===== src/rtl/alif_pkg.sv =====
// rtl/alif_pkg.sv - shared types and defaults for the ALIF TDM scheduler
package alif_pkg;

  localparam int DEF_THRESHOLD  = 200;
  localparam int DEF_ADAPT_STEP = 40;

  typedef enum logic [2:0] {
    S_IDLE  = 3'd0,
    S_READ  = 3'd1,
    S_CALC  = 3'd2,
    S_WRITE = 3'd3,
    S_EMIT  = 3'd4
  } alif_state_e;

  typedef struct packed {
    logic [7:0] v_mem;
    logic [7:0] adapt;
  } neuron_state_t;

endpackage


===== src/rtl/alif_update.sv =====
// rtl/alif_update.sv - combinational ALIF neuron update (v, a, I, leaks -> v', a', fire)
module alif_update
  import alif_pkg::*;
#(
  parameter int THRESHOLD  = DEF_THRESHOLD,
  parameter int ADAPT_STEP = DEF_ADAPT_STEP
) (
  input  logic [7:0] v,
  input  logic [7:0] a,
  input  logic [7:0] i_cur,
  input  logic [3:0] vm_leak,
  input  logic [3:0] ad_leak,
  output logic [7:0] next_v,
  output logic [7:0] next_a,
  output logic       fire
);

  localparam logic [7:0] THR   = 8'(THRESHOLD);
  localparam logic [7:0] STEP  = 8'(ADAPT_STEP);
  localparam logic [7:0] A_LIM = 8'(255 - ADAPT_STEP);

  logic [8:0] sum;
  logic [8:0] sub;
  logic [8:0] diff;

  // Fire resets v and bumps adaptation; otherwise integrate, leak and decay with floor/ceiling clamps
  always_comb begin
    sum    = {1'b0, v} + {1'b0, i_cur};
    sub    = {5'b0, vm_leak} + {3'b0, a[7:2]};
    diff   = sum - sub;
    fire   = (v >= THR);
    next_v = 8'h00;
    next_a = 8'h00;
    if (fire) begin
      next_v = 8'h00;
      next_a = (a < A_LIM) ? a + STEP : 8'hFF;
    end else begin
      if (sum > sub) next_v = (diff > 9'd255) ? 8'hFF : diff[7:0];
      next_a = (a > {4'b0, ad_leak}) ? a - {4'b0, ad_leak} : 8'h00;
    end
  end

endmodule


===== src/rtl/alif_tdm_scheduler.sv =====
// rtl/alif_tdm_scheduler.sv - time-multiplexed ALIF scheduler; optional REFRACTORY_EN adds per-neuron refractory countdown
module alif_tdm_scheduler
  import alif_pkg::*;
#(
  parameter int N_NEURONS     = 8,
  parameter int THRESHOLD     = DEF_THRESHOLD,
  parameter int ADAPT_STEP    = DEF_ADAPT_STEP,
  parameter int REFRACT_TICKS = 2
) (
  input  logic                         clk,
  input  logic                         rst,
  input  logic                         tick,
  input  logic                         cfg_we,
  input  logic [$clog2(N_NEURONS)-1:0] cfg_addr,
  input  logic [7:0]                   cfg_data,
  input  logic [3:0]                   vm_leak,
  input  logic [3:0]                   ad_leak,
  output logic                         spk_valid,
  output logic [$clog2(N_NEURONS)-1:0] spk_id,
  input  logic                         spk_ready,
  output logic                         busy,
  output logic                         done,
  output logic                         overrun,
  output logic [7:0]                   mon_vmem
);

  localparam int IW = $clog2(N_NEURONS);
  localparam logic [IW-1:0] LAST = IW'(N_NEURONS - 1);

  localparam logic [2:0] ST_IDLE  = S_IDLE;
  localparam logic [2:0] ST_READ  = S_READ;
  localparam logic [2:0] ST_CALC  = S_CALC;
  localparam logic [2:0] ST_WRITE = S_WRITE;
  localparam logic [2:0] ST_EMIT  = S_EMIT;

  logic [2:0]    state;
  logic [IW-1:0] idx;
  neuron_state_t st_mem [N_NEURONS];
  logic [7:0]    cur_mem [N_NEURONS];

  logic [7:0] lat_v, lat_a, lat_i;
  logic [7:0] res_v, res_a;
  logic       res_fire;
  logic [7:0] upd_v, upd_a;
  logic       upd_fire;

`ifdef REFRACTORY_EN
  localparam logic [7:0] REFRACT_LOAD = 8'(REFRACT_TICKS);
  logic [7:0] refr [N_NEURONS];
`else
  logic unused_refract;
  assign unused_refract = |8'(REFRACT_TICKS);
`endif

  assign spk_id   = idx;
  assign mon_vmem = st_mem[0].v_mem;

  alif_update #(
    .THRESHOLD  (THRESHOLD),
    .ADAPT_STEP (ADAPT_STEP)
  ) u_update (
    .v       (lat_v),
    .a       (lat_a),
    .i_cur   (lat_i),
    .vm_leak (vm_leak),
    .ad_leak (ad_leak),
    .next_v  (upd_v),
    .next_a  (upd_a),
    .fire    (upd_fire)
  );

  // Input current registers, writable at any time; READ sees the pre-write value
  always_ff @(posedge clk) begin
    if (rst) begin
      for (int n = 0; n < N_NEURONS; n++) cur_mem[n] <= 8'h00;
    end else if (cfg_we) begin
      cur_mem[cfg_addr] <= cfg_data;
    end
  end

  // Sequencer: walk neurons through read/calc/write, detour through EMIT on a spike
  always_ff @(posedge clk) begin
    done <= 1'b0;
    if (rst) begin
      state     <= ST_IDLE;
      idx       <= '0;
      busy      <= 1'b0;
      overrun   <= 1'b0;
      spk_valid <= 1'b0;
      lat_v     <= 8'h00;
      lat_a     <= 8'h00;
      lat_i     <= 8'h00;
      res_v     <= 8'h00;
      res_a     <= 8'h00;
      res_fire  <= 1'b0;
      for (int n = 0; n < N_NEURONS; n++) st_mem[n] <= '0;
`ifdef REFRACTORY_EN
      for (int n = 0; n < N_NEURONS; n++) refr[n] <= 8'h00;
`endif
    end else begin
      if (tick && busy) overrun <= 1'b1;
      case (state)
        ST_IDLE: begin
          if (tick) begin
            busy  <= 1'b1;
            idx   <= '0;
            state <= ST_READ;
          end
        end
        ST_READ: begin
          lat_v <= st_mem[idx].v_mem;
          lat_a <= st_mem[idx].adapt;
`ifdef REFRACTORY_EN
          lat_i <= (refr[idx] != 8'h00) ? 8'h00 : cur_mem[idx];
`else
          lat_i <= cur_mem[idx];
`endif
          state <= ST_CALC;
        end
        ST_CALC: begin
          res_v    <= upd_v;
          res_a    <= upd_a;
          res_fire <= upd_fire;
          state    <= ST_WRITE;
        end
        ST_WRITE: begin
          st_mem[idx].v_mem <= res_v;
          st_mem[idx].adapt <= res_a;
`ifdef REFRACTORY_EN
          if (res_fire) refr[idx] <= REFRACT_LOAD;
          else if (refr[idx] != 8'h00) refr[idx] <= refr[idx] - 8'd1;
`endif
          if (res_fire) begin
            spk_valid <= 1'b1;
            state     <= ST_EMIT;
          end else if (idx == LAST) begin
            busy  <= 1'b0;
            done  <= 1'b1;
            state <= ST_IDLE;
          end else begin
            idx   <= idx + 1'b1;
            state <= ST_READ;
          end
        end
        ST_EMIT: begin
          if (spk_ready) begin
            spk_valid <= 1'b0;
            if (idx == LAST) begin
              busy  <= 1'b0;
              done  <= 1'b1;
              state <= ST_IDLE;
            end else begin
              idx   <= idx + 1'b1;
              state <= ST_READ;
            end
          end
        end
        default: state <= ST_IDLE;
      endcase
    end
  end

endmodule

===== config.mk =====
export PLATFORM = sky130hd
export DESIGN_NAME = alif_tdm_scheduler
export DESIGN_NICKNAME = d
export VERILOG_FILES = /design/src/rtl/alif_pkg.sv /design/src/rtl/alif_update.sv /design/src/rtl/alif_tdm_scheduler.sv
export SDC_FILE = /design/constraint.sdc
export NUM_CORES = 1
export LEC_CHECK = 0
export CAP_MARGIN = 30
export CELL_PAD_IN_SITES_DETAIL_PLACEMENT = 2
export CELL_PAD_IN_SITES_GLOBAL_PLACEMENT = 2
export CORE_MARGIN = 4
export CORE_UTILIZATION = 45
export CTS_CLUSTER_SIZE = 40
export DETAILED_ROUTE_END_ITERATION = 16
export PLACE_DENSITY_LB_ADDON = 0.1
export SYNTH_ARGS = -nofsm -noshare
export SYNTH_HDL_FRONTEND = slang
export SYNTH_HIERARCHICAL = 1
export SYNTH_SLANG_ARGS = --single-unit

===== constraint.sdc =====
create_clock -name clk -period 7.16 [get_ports clk]
set_input_delay 1.074 -clock clk [delete_from_list [all_inputs] [get_ports clk]]
set_output_delay 1.074 -clock clk [all_outputs]
set_load 0.005 [all_outputs]

======== Yosys cells after proc, flatten, opt, wreduce, memory -nomap -nowiden ========
Memory sizes are Yosys's and may differ from the RTL's. A register that Yosys moved wholly into a read port is not among the register bits.
Cells that the tools add are included.
word-level totals
  memory bits (writable) .................. 192
  output and inout port bits .............. 15
  memories kept ........................... 2
  input port bits ......................... 24
  bits in registers ....................... 27
  logic and storage cells ................. 82
operators by class
  multiplexer cells ....................... 42
  add/sub/neg operators ................... 6
  reduce and logical (&&, ||, !) cells .... 9
  magnitude comparators ................... 5
  eq/ne operators ......................... 9
memories
  name     words  width  rd ports  clocked after Yosys merged registers in  wr ports  RTL line                  text
  st_mem   8      16     2         1                                        8         alif_tdm_scheduler.sv:38  neuron_state_t st_mem [N_NEURONS];
  cur_mem  8      8      1         1                                        8         alif_tdm_scheduler.sv:39  logic [7:0] cur_mem [N_NEURONS];
operator list
  operator                                                               number
  8-bit 2-to-1 mux                                                       7
  3-bit 2-to-1 mux                                                       9
  1-bit 2-to-1 mux                                                       20
  16-bit 2-to-1 mux                                                      1
  16-bit OR reduction                                                    1
  3-bit case mux with 5 select lines                                     1
  8-bit by 8-bit adder with 9-bit output                                 1
  9-bit by 8-bit > comparator with 1-bit output (second input constant)  1
  9-bit > comparator                                                     1
  3-bit case mux with 3 select lines                                     1
  9-bit subtractor                                                       1
  8-bit by 6-bit adder with 8-bit output (second input constant)         1
  8-bit >= comparator (second input constant)                            1
  8-bit by 4-bit > comparator with 1-bit output                          1
  8-bit < comparator (second input constant)                             1
  2-bit != test (second input constant)                                  4
  8-bit OR reduction                                                     1
  8-bit by 4-bit subtractor with 8-bit output                            1
  4-bit by 6-bit adder with 7-bit output                                 1
  3-bit by 2-bit == test with 1-bit output (second input constant)       2
  3-bit == test (second input constant)                                  2
  1-bit case mux with 2 select lines                                     2
  4-bit AND reduction                                                    1
  3-bit by 1-bit adder with 3-bit output (second input constant)         1
  other kinds (8)                                                        8

======== Depth between registers and ports, before layout ========
Gate-level depths: netlist of run 1.
  word-level depth ........................ 6
  mapped depth ............................ 17
  mapped depth without buffers ............ 17

======== Modules after synthesis ========
Netlist of run 1, hierarchy kept.
by module, submodules not included
  module              seq. area each (um^2)  cells each  instances  area each (um^2)
  alif_tdm_scheduler  6,786.5                882         1          10,903.0
  alif_update         0.0                    183         1          1,318.8

======== Worst setup path before layout of run 1 ========
No wires, ideal clock.
  path type ............................... in2reg
  start ................................... in vm_leak[0]
  end ..................................... reg res_v[0]
  path slack .............................. 3,381 ps
  required time ........................... 7,028 ps
  buffers on the path ..................... 0
  arrival ................................. 3,647 ps
  library setup time ...................... 132 ps
  stages on the path ...................... 14
  cell sequence ........................... ha_1 > fa_1 > a21o_1 > a21o_1 > xnor2_1 > ha_1 > o21a_1 > o31ai_2 > a22oi_1 > or4_4 > xor2_2 > a21oi_1 > nand2_1 > a21oi_1
between the ends
  word-level cells in the longest chain between the ends .. 6
  elaborated cells on any way between the ends .. 7
  classes of those cells .................. add/sub (2); order compare (2); mux (3)
RTL lines
  what                                           RTL line                   text
  start, declared                                alif_tdm_scheduler.sv:16   input logic [3:0] vm_leak,
  4-bit by 6-bit adder with 7-bit output (*)     alif_update.sv:29          sub = {5'b0, vm_leak} + {3'b0, a[7:2]};
  9-bit subtractor                               alif_update.sv:30          diff = sum - sub;
  9-bit by 8-bit > comparator with 1-bit output  alif_update.sv:38          if (sum > sub) next_v = (diff > 9'd255) ? 8'hFF : diff[7:0];
  8-bit 2-to-1 mux                               alif_update.sv:38
  8-bit 2-to-1 mux (*)                           alif_update.sv:38
  8-bit 2-to-1 mux (*)                           alif_update.sv:34          if (fire) begin
  named net upd_v[0]                             alif_tdm_scheduler.sv:44   logic [7:0] upd_v, upd_a;
  end signal, assigned                           alif_tdm_scheduler.sv:121  res_v <= upd_v;
  end, declared                                  alif_tdm_scheduler.sv:42   logic [7:0] res_v, res_a;
Mark *: on every way through the listed nets, which the timed path passes. The rest lies on a longest branch.
A chain may end at the register's enable or synchronous reset.

======== Worst setup path in the final report of run 1 ========
Same ends and word-level chain as after synthesis.

==> results of run 1 <==
-- cell type report --
type,count,area (µm²)
clock buffers,36,730.7
clock inverters,15,128.9
fillers,2607,13160
inverters,16,60.06
multi-input cells,742,5056
flip-flops and latches,243,6793
well taps,341,426.7
repair buffers,47,442.9
-- worst paths after layout --
check | depth (start not counted) | end | from | slack (ps)
setup / recovery | 15 | res_v[0]$_SDFFE_PP0P_ | vm_leak[0] | 3090
hold / removal | 2 | overrun$_SDFFE_PP0P_ | overrun$_SDFFE_PP0P_ | 490
setup reg to reg | 16 | res_v[0]$_SDFFE_PP0P_ | lat_v[0]$_SDFFE_PP0P_ | 3100
hold reg to reg | 2 | overrun$_SDFFE_PP0P_ | overrun$_SDFFE_PP0P_ | 490
-- metal layers --
| layer | track usage, % | part of all wire [%] | up-vias |
|---|---|---|---|
| li1 | - | - | 3844 |
| met1 | 33.20 | 44 | 4441 |
| met2 | 43.31 | 49 | 175 |
| met3 | 3.039 | 3.7 | 63 |
| met4 | 6.551 | 2.6 | 0 |
| met5 | 0 | 0 | - |
-- power by group through the flow --
stage,clock network [W],registers (W),logic (W)
6_report,0.00136,0.00169,0.000579
3_3_place_gp,0,0.00171,0.000545
5_1_grt,0.00145,0.00170,0.000638
3_5_place_dp,0,0.00172,0.000568
2_1_floorplan,0,0.00166,0.000413
4_1_cts,0.00138,0.00169,0.000581
-- state kept, by name, summed over array words and instances, names as in the netlist --
name	count
busy	1
cur_mem	64
done	1
lat_a	8
lat_i	8
lat_v	8
overrun	1
res_a	8
res_fire	1
res_v	8
spk_id	3
spk_valid	1
st_mem	128
state	3
-- stage by stage --
| step | total power, W | hold WS (ps) | setup WS (ps) | instances |
|---|---|---|---|---|
| 6_report | 0.003629 | 491.7 | 3089 | 1440 |
| 5_1_grt | 0.003789 | 520.2 | 2823 | 1440 |
| 4_1_cts | 0.003648 | 497.6 | 3092 | 1440 |
| 3_5_place_dp | 0.002288 | 485.3 | 2600 | 1389 |
| 3_3_place_gp | 0.002257 | 447.6 | 2719 | 1389 |
| 2_1_floorplan | 0.002075 | 460.4 | 3381 | 1065 |
-- critical path, stage by stage --
cell	delay, ps
clkdlybuf4s50_1	400
ha_1	210
fa_1	410
a21o_1	190
a21o_1	200
xnor2_1	120
ha_1	350
o21a_1	140
o31ai_2	90
a22oi_1	190
or4_4	460
xor2_2	350
a21oi_1	140
nand2_1	90
a21oi_1	80
-- layout by cell type (no fill, tap or decap), drive strengths merged, types with 3 or more instances in the layout --
cell type	netlist	final
xor2	8	8
a211o	6	6
dfxtp	51	51
clkdlybuf4s50	0	37
edfxtp	192	192
and2	194	194
fa	4	4
xnor2	11	11
a22oi	14	14
o21ai	46	46
a31oi	3	3
or4	3	3
clkbuf	27	36
nand2	55	55
clkinv	2	15
a21oi	65	65
o22ai	11	11
nand3	13	13
nor3	13	13
or2	18	18
buf	37	10
nand3b	16	16
or3b	5	5
nand2b	8	8
ha	26	26
nor2	73	73
inv	14	14
o31ai	4	4
o21a	5	5
nor2b	5	5
a21o	7	7
mux2i	59	59
a311oi	8	8
a211oi	27	27
mux2	14	14
o211ai	4	4
-- logic make-up (layout without fill, tap and decap cells) --
group,Yosys count,count (layout),synth area share (%)
adders and majority gates,30,30,3.317
xor gates and xnor gates,19,19,1.423
buffers and inverters,80,114,3.153
and+or+nand+nor,412,412,19.53
DFF,243,243,55.53
AOI/OAI and AO/OA,208,208,10.92
muxes,73,73,6.122
==> out/results.ini, run 1 <==
[run_status]
status = completed

[logic_synthesis]
synth.area.top_cells = edfxtp_1 47%, and2_1 9.9%, dfxtp_1 8.4%, mux2i_1 4.8%, a21oi_1 2.7%
synth-main-ff-cell = edfxtp_1
synth_area_um2 = 12220
synth-seq-area-share_pct = 55.53
yosysUniqueCellTypes = 66
ys_async_sr_fraction_pct = 0
synth.top_cell.area_share_pct = 47.17
yosys-top-cells-count = 194 x and2_1, 192 x edfxtp_1, 67 x nor2_1
netlist_instances = 1065
synth_enable_flop_cells = 192
ys_warn_count = 6
synth.most_common_cell = and2_1
synth_area_per_cell_um2 = 11.48
synth_top_cell_by_area = edfxtp_1
syn_nets = 1119
ys_ff_latch = 243

[final_layout]
drive_above_1_share_pct = 9.736
final_nets = 1132
num_antenna_cells = 0
design_area_um2 = 13640
area_growth_pct = 11.59
utilization_pct = 50.89

[clock_tree]
cts_setup_buffers = 0
h-tree-depth = 1
cts.clk_slew.worst_paths_ps = 60
holdBufCountCts = 0
clock_latency_ps = 550
cts_tree = built
clock_path_buffers = 3
clock-root-buffer = clkbuf_16
postCtsResizedCells = 0
cts.sink_count = 243
cts_buffers = 28

[detailed_routing]
vias = 8523
dr.pass1.iters = 4
drt_iter0_markers = 664
wl_per_cell_um = 26.24
routed_wirelength_um = 37780
drc = 0
ant_nets = 0
vias_per_cell = 5.919

[power]
comb_power_share_pct = 16.0
p_int_w = 0.002615
switching_share_pct = 27.93
p_leak_nw = 4.792
p_switching_w = 0.001014
seqPwrFrac_pct = 46.7
peakVddDrop_v = 0.0001587
power_density_nw_per_um2 = 266.1
clockPowerShare_pct = 37.4

[placed_design]
place_area_um2 = 12780
dp_hpwl_um = 25160
globalplace.congestion = 0.7977
port_buffers = 38

[sta]
slew_headroom_pct = 38.93
setup_viol = 0
timing.final.hold_violations = 0
worst_slew_pin_slew_ps = 909.0
finalSetupTns_ps = 0
fmax_ghz = 0.2456
grt_setup_unrepaired = false
fin_crit_ps = 4071
final_max_slew_viol_count = 0
fin_skew_ps = 19.60
finalCritPeriodShare_pct = 56.86

[run]
maxCapViolCount = 0

[critical_path]
crit_path_end_kind = register
critPathLaunchType = input pin
arrival_ps = 4470
cp_max_fo = 7
worst_ep_required_time_ps = 7560
crit_type = in -> reg

[floorplanning]
fp.dieW_um = 172.8
rows = 60
ios = 39
coreArea_um2 = 26800
initial_utilization_pct = 45.60
dieArea_um2 = 29860
die_h_um = 172.8

[global_routing]
grt_pass1_wl_um = 57640
grt_max_degree = 57
antenna_found_initial = 3
grt_pass1_vias = 9382
overflow = 0
groute.usage.overall_pct = 24.89

[min_path]
hold_path_class = reg -> reg

Note: power is estimated with default switching activity, not from simulation.
==> inputs of run 2 (changes only) <==
CORE_UTILIZATION = 42   (was 45)
clock period = 3.95 ns   (was 7.16 ns; I/O delays follow)
==> run 2 against run 1 <==
- sequential share of layout area decreased by 1.1 points
- clock skew increased by 4.3 ps
- sequential power increased by 81%
- count of clock-buffer cells in the layout decreased by 2
- setup slack got worse by 2800 ps
- worst hold slack improved by 3.2 ps
- via count decreased by 0.40%
- die area increased by 6.8%
- first-iteration DRC count decreased by 8.1%
- largest power group unchanged
- design area increased by 2.2%
- combinational power increased by 85%
==> out/results.ini, run 2 (same netlist as run 1, synthesis figures left out) <==
[global_routing]
gr-usage-met1_pct = 32.41  ; -0.79 points
use_met2_pct = 41.12  ; -2.2 points
overflow = 0  ; unchanged
grt_pass1_vias = 9199  ; -2.0%
groute.usage.overall_pct = 23.63  ; -1.3 points
grt_pass1_wl_um = 57040  ; -1.0%
antenna_found_initial = 4  ; +1
grtUsageMet3_pct = 2.543  ; -0.50 points
grt_max_degree = 55  ; -3.5%
busiest_layer = met2

[clock_tree]
cts.sink_count = 243  ; unchanged
cts_setup_buffers = 0  ; unchanged
h-tree-depth = 1  ; unchanged
cts_tree = built
cts_buffers = 28  ; unchanged
clock_path_buffers = 3  ; unchanged
clock_latency_ps = 550  ; about the same
clock-root-buffer = clkbuf_16
postCtsResizedCells = 0  ; unchanged
holdBufCountCts = 0  ; unchanged
cts.clk_slew.worst_paths_ps = 60  ; about the same

[critical_path]
crit_type = reg -> reg
worst_ep_required_time_ps = 4340  ; -3220 ps
arrival_ps = 4090  ; -380 ps
critPathLaunchType = register
cp_max_fo = 7  ; unchanged
crit_path_end_kind = register

[sta]
fin_crit_ps = 3703
slew_headroom_pct = 48.98  ; +10 points
hold_ws_ps = 495.0  ; +3.226 ps
worst_slew_pin_slew_ps = 765.3  ; -143.7 ps
final_max_slew_viol_count = 0  ; unchanged
finalCritPeriodShare_pct = 93.74
fin_skew_ps = 23.88  ; +4.271 ps
fin_ws_ps = 247.2  ; -2841 ps
setup_viol = 0  ; unchanged
grt_setup_unrepaired = false
timing.final.hold_violations = 0  ; unchanged
fmax_ghz = 0.2701

[final_layout]
top_register = st_mem
num_antenna_cells = 0  ; unchanged
utilization_pct = 48.58  ; -2.3 points
reg_top3 = st_mem (128), cur_mem (64)
area_growth_pct = 14.09
drive_above_1_share_pct = 12.05  ; +2.3 points
final_common_cell = and2_1
design_area_um2 = 13940  ; +2.2%
final_nets = 1153  ; +1.9%
layout_common_cells = 194 x and2_1, 192 x edfxtp_1, 67 x nor2_1, 65 x a21oi_1, 59 x mux2i_1
largest_register_ffs = 128  ; unchanged

[detailed_routing]
routed_wirelength_um = 37210  ; -1.5%
drt_iter0_markers = 610  ; -8.1%
vias_per_cell = 5.644  ; -4.6%
wl_per_cell_um = 24.74  ; -5.7%
ant_nets = 0  ; unchanged
dr.pass1.iters = 5  ; +1
drc = 0  ; unchanged
vias = 8489  ; -0.40%

[power]
power.total_w = 0.006810  ; +88%
p_leak_nw = 4.953  ; +3.4%
peakVddDrop_v = 0.0003480  ; +120%
comb_power_share_pct = 15.7  ; -0.3 points
switching_share_pct = 27.27  ; -0.66 points
seqPwrFrac_pct = 44.9  ; -1.8 points
p_int_w = 0.004953  ; +89%
power_density_nw_per_um2 = 488.4  ; +84%
clockPowerShare_pct = 39.4  ; +2.0 points
p_switching_w = 0.001857  ; +83%

[floorplanning]
dieArea_um2 = 31890  ; +6.8%
initial_utilization_pct = 42.58  ; -3.0 points
coreArea_um2 = 28700  ; +7.1%
ios = 39  ; unchanged
fp.dieW_um = 178.6  ; +3.3%
rows = 62  ; +3.3%
die_h_um = 178.6  ; +3.3%

[placed_design]
dp_hpwl_um = 25370  ; +0.83%
port_buffers = 38  ; unchanged
globalplace.congestion = 0.8170  ; +2.4%
place_ws_ps = -110.6  ; -2710 ps
place_area_um2 = 12990  ; +1.7%

[run]
maxCapViolCount = 0  ; unchanged

[run_status]
status = completed

[min_path]
hold_path_class = reg -> reg

run 2: changes by cell type in the layout (fill, tap and decap cells not counted), sizes merged:
cell / before / now
buf: 10 / 31
bufinv: 2 / 4
clkbuf: 36 / 34
run 2: power by group through the flow:
| stage | combinational [W] | sequential (W) | clock [W] |
|---|---|---|---|
| final | 0.00107 | 0.00306 | 0.00268 |
| after global routing | 0.00119 | 0.00308 | 0.00285 |
| after CTS | 0.00108 | 0.00306 | 0.00273 |
| after detailed placement | 0.00106 | 0.00311 | 0 |
| after global placement | 0.00103 | 0.00310 | 0 |
| after floorplan | 0.000748 | 0.00301 | 0 |
run 2: routing by layer:
layer / vias up / wire [µm] / share of wire (%)
li1: 3904 / - / -
met1: 4389 / 16880 / 45
met2: 155 / 18390 / 49
met3: 41 / 1286 / 3.5
met4: 0 / 651 / 1.7
met5: - / 0 / 0
run 2: final timing paths:
| kind | from | to | slack [ps] | depth (start not counted) |
|---|---|---|---|---|
| min reg2reg | spk_valid$_SDFFE_PP0P_ | spk_valid$_SDFFE_PP0P_ | 490 | 2 |
| min | spk_valid$_SDFFE_PP0P_ | spk_valid$_SDFFE_PP0P_ | 490 | 2 |
| max reg2reg | lat_v[0]$_SDFFE_PP0P_ | res_v[3]$_SDFFE_PP0P_ | 250 | 16 |
| max | lat_v[0]$_SDFFE_PP0P_ | res_v[3]$_SDFFE_PP0P_ | 250 | 16 |
run 2: metrics by stage:
stage | TNS (ps) | std cells
2_1_floorplan | 0 | 1065
3_3_place_gp | 0 | 1453
3_5_place_dp | -693.2 | 1453
4_1_cts | 0 | 1504
5_1_grt | 0 | 1504
6_report | 0 | 1504
run 2: area by class of cell:
class	count	area, µm²
timing repair buffer	68	600.6
inverter	16	60.06
tap	384	480.5
clock inverter	17	190.2
clock buffer	34	763.2
fill	2908	14760
sequential	243	6793
multi-input combinational	742	5056
run 2: worst max-delay path, stage by stage (launching register included):
cell,delay [ps]
dfxtp_1,350
ha_1,200
inv_1,70
fa_1,460
nor2b_1,190
o211ai_1,140
nand2_1,100
a21oi_1,70
xnor2_1,150
ha_1,360
a21oi_1,260
a22oi_1,170
or4_4,450
xor2_2,300
a21oi_1,130
nand2_1,90
a21oi_1,70
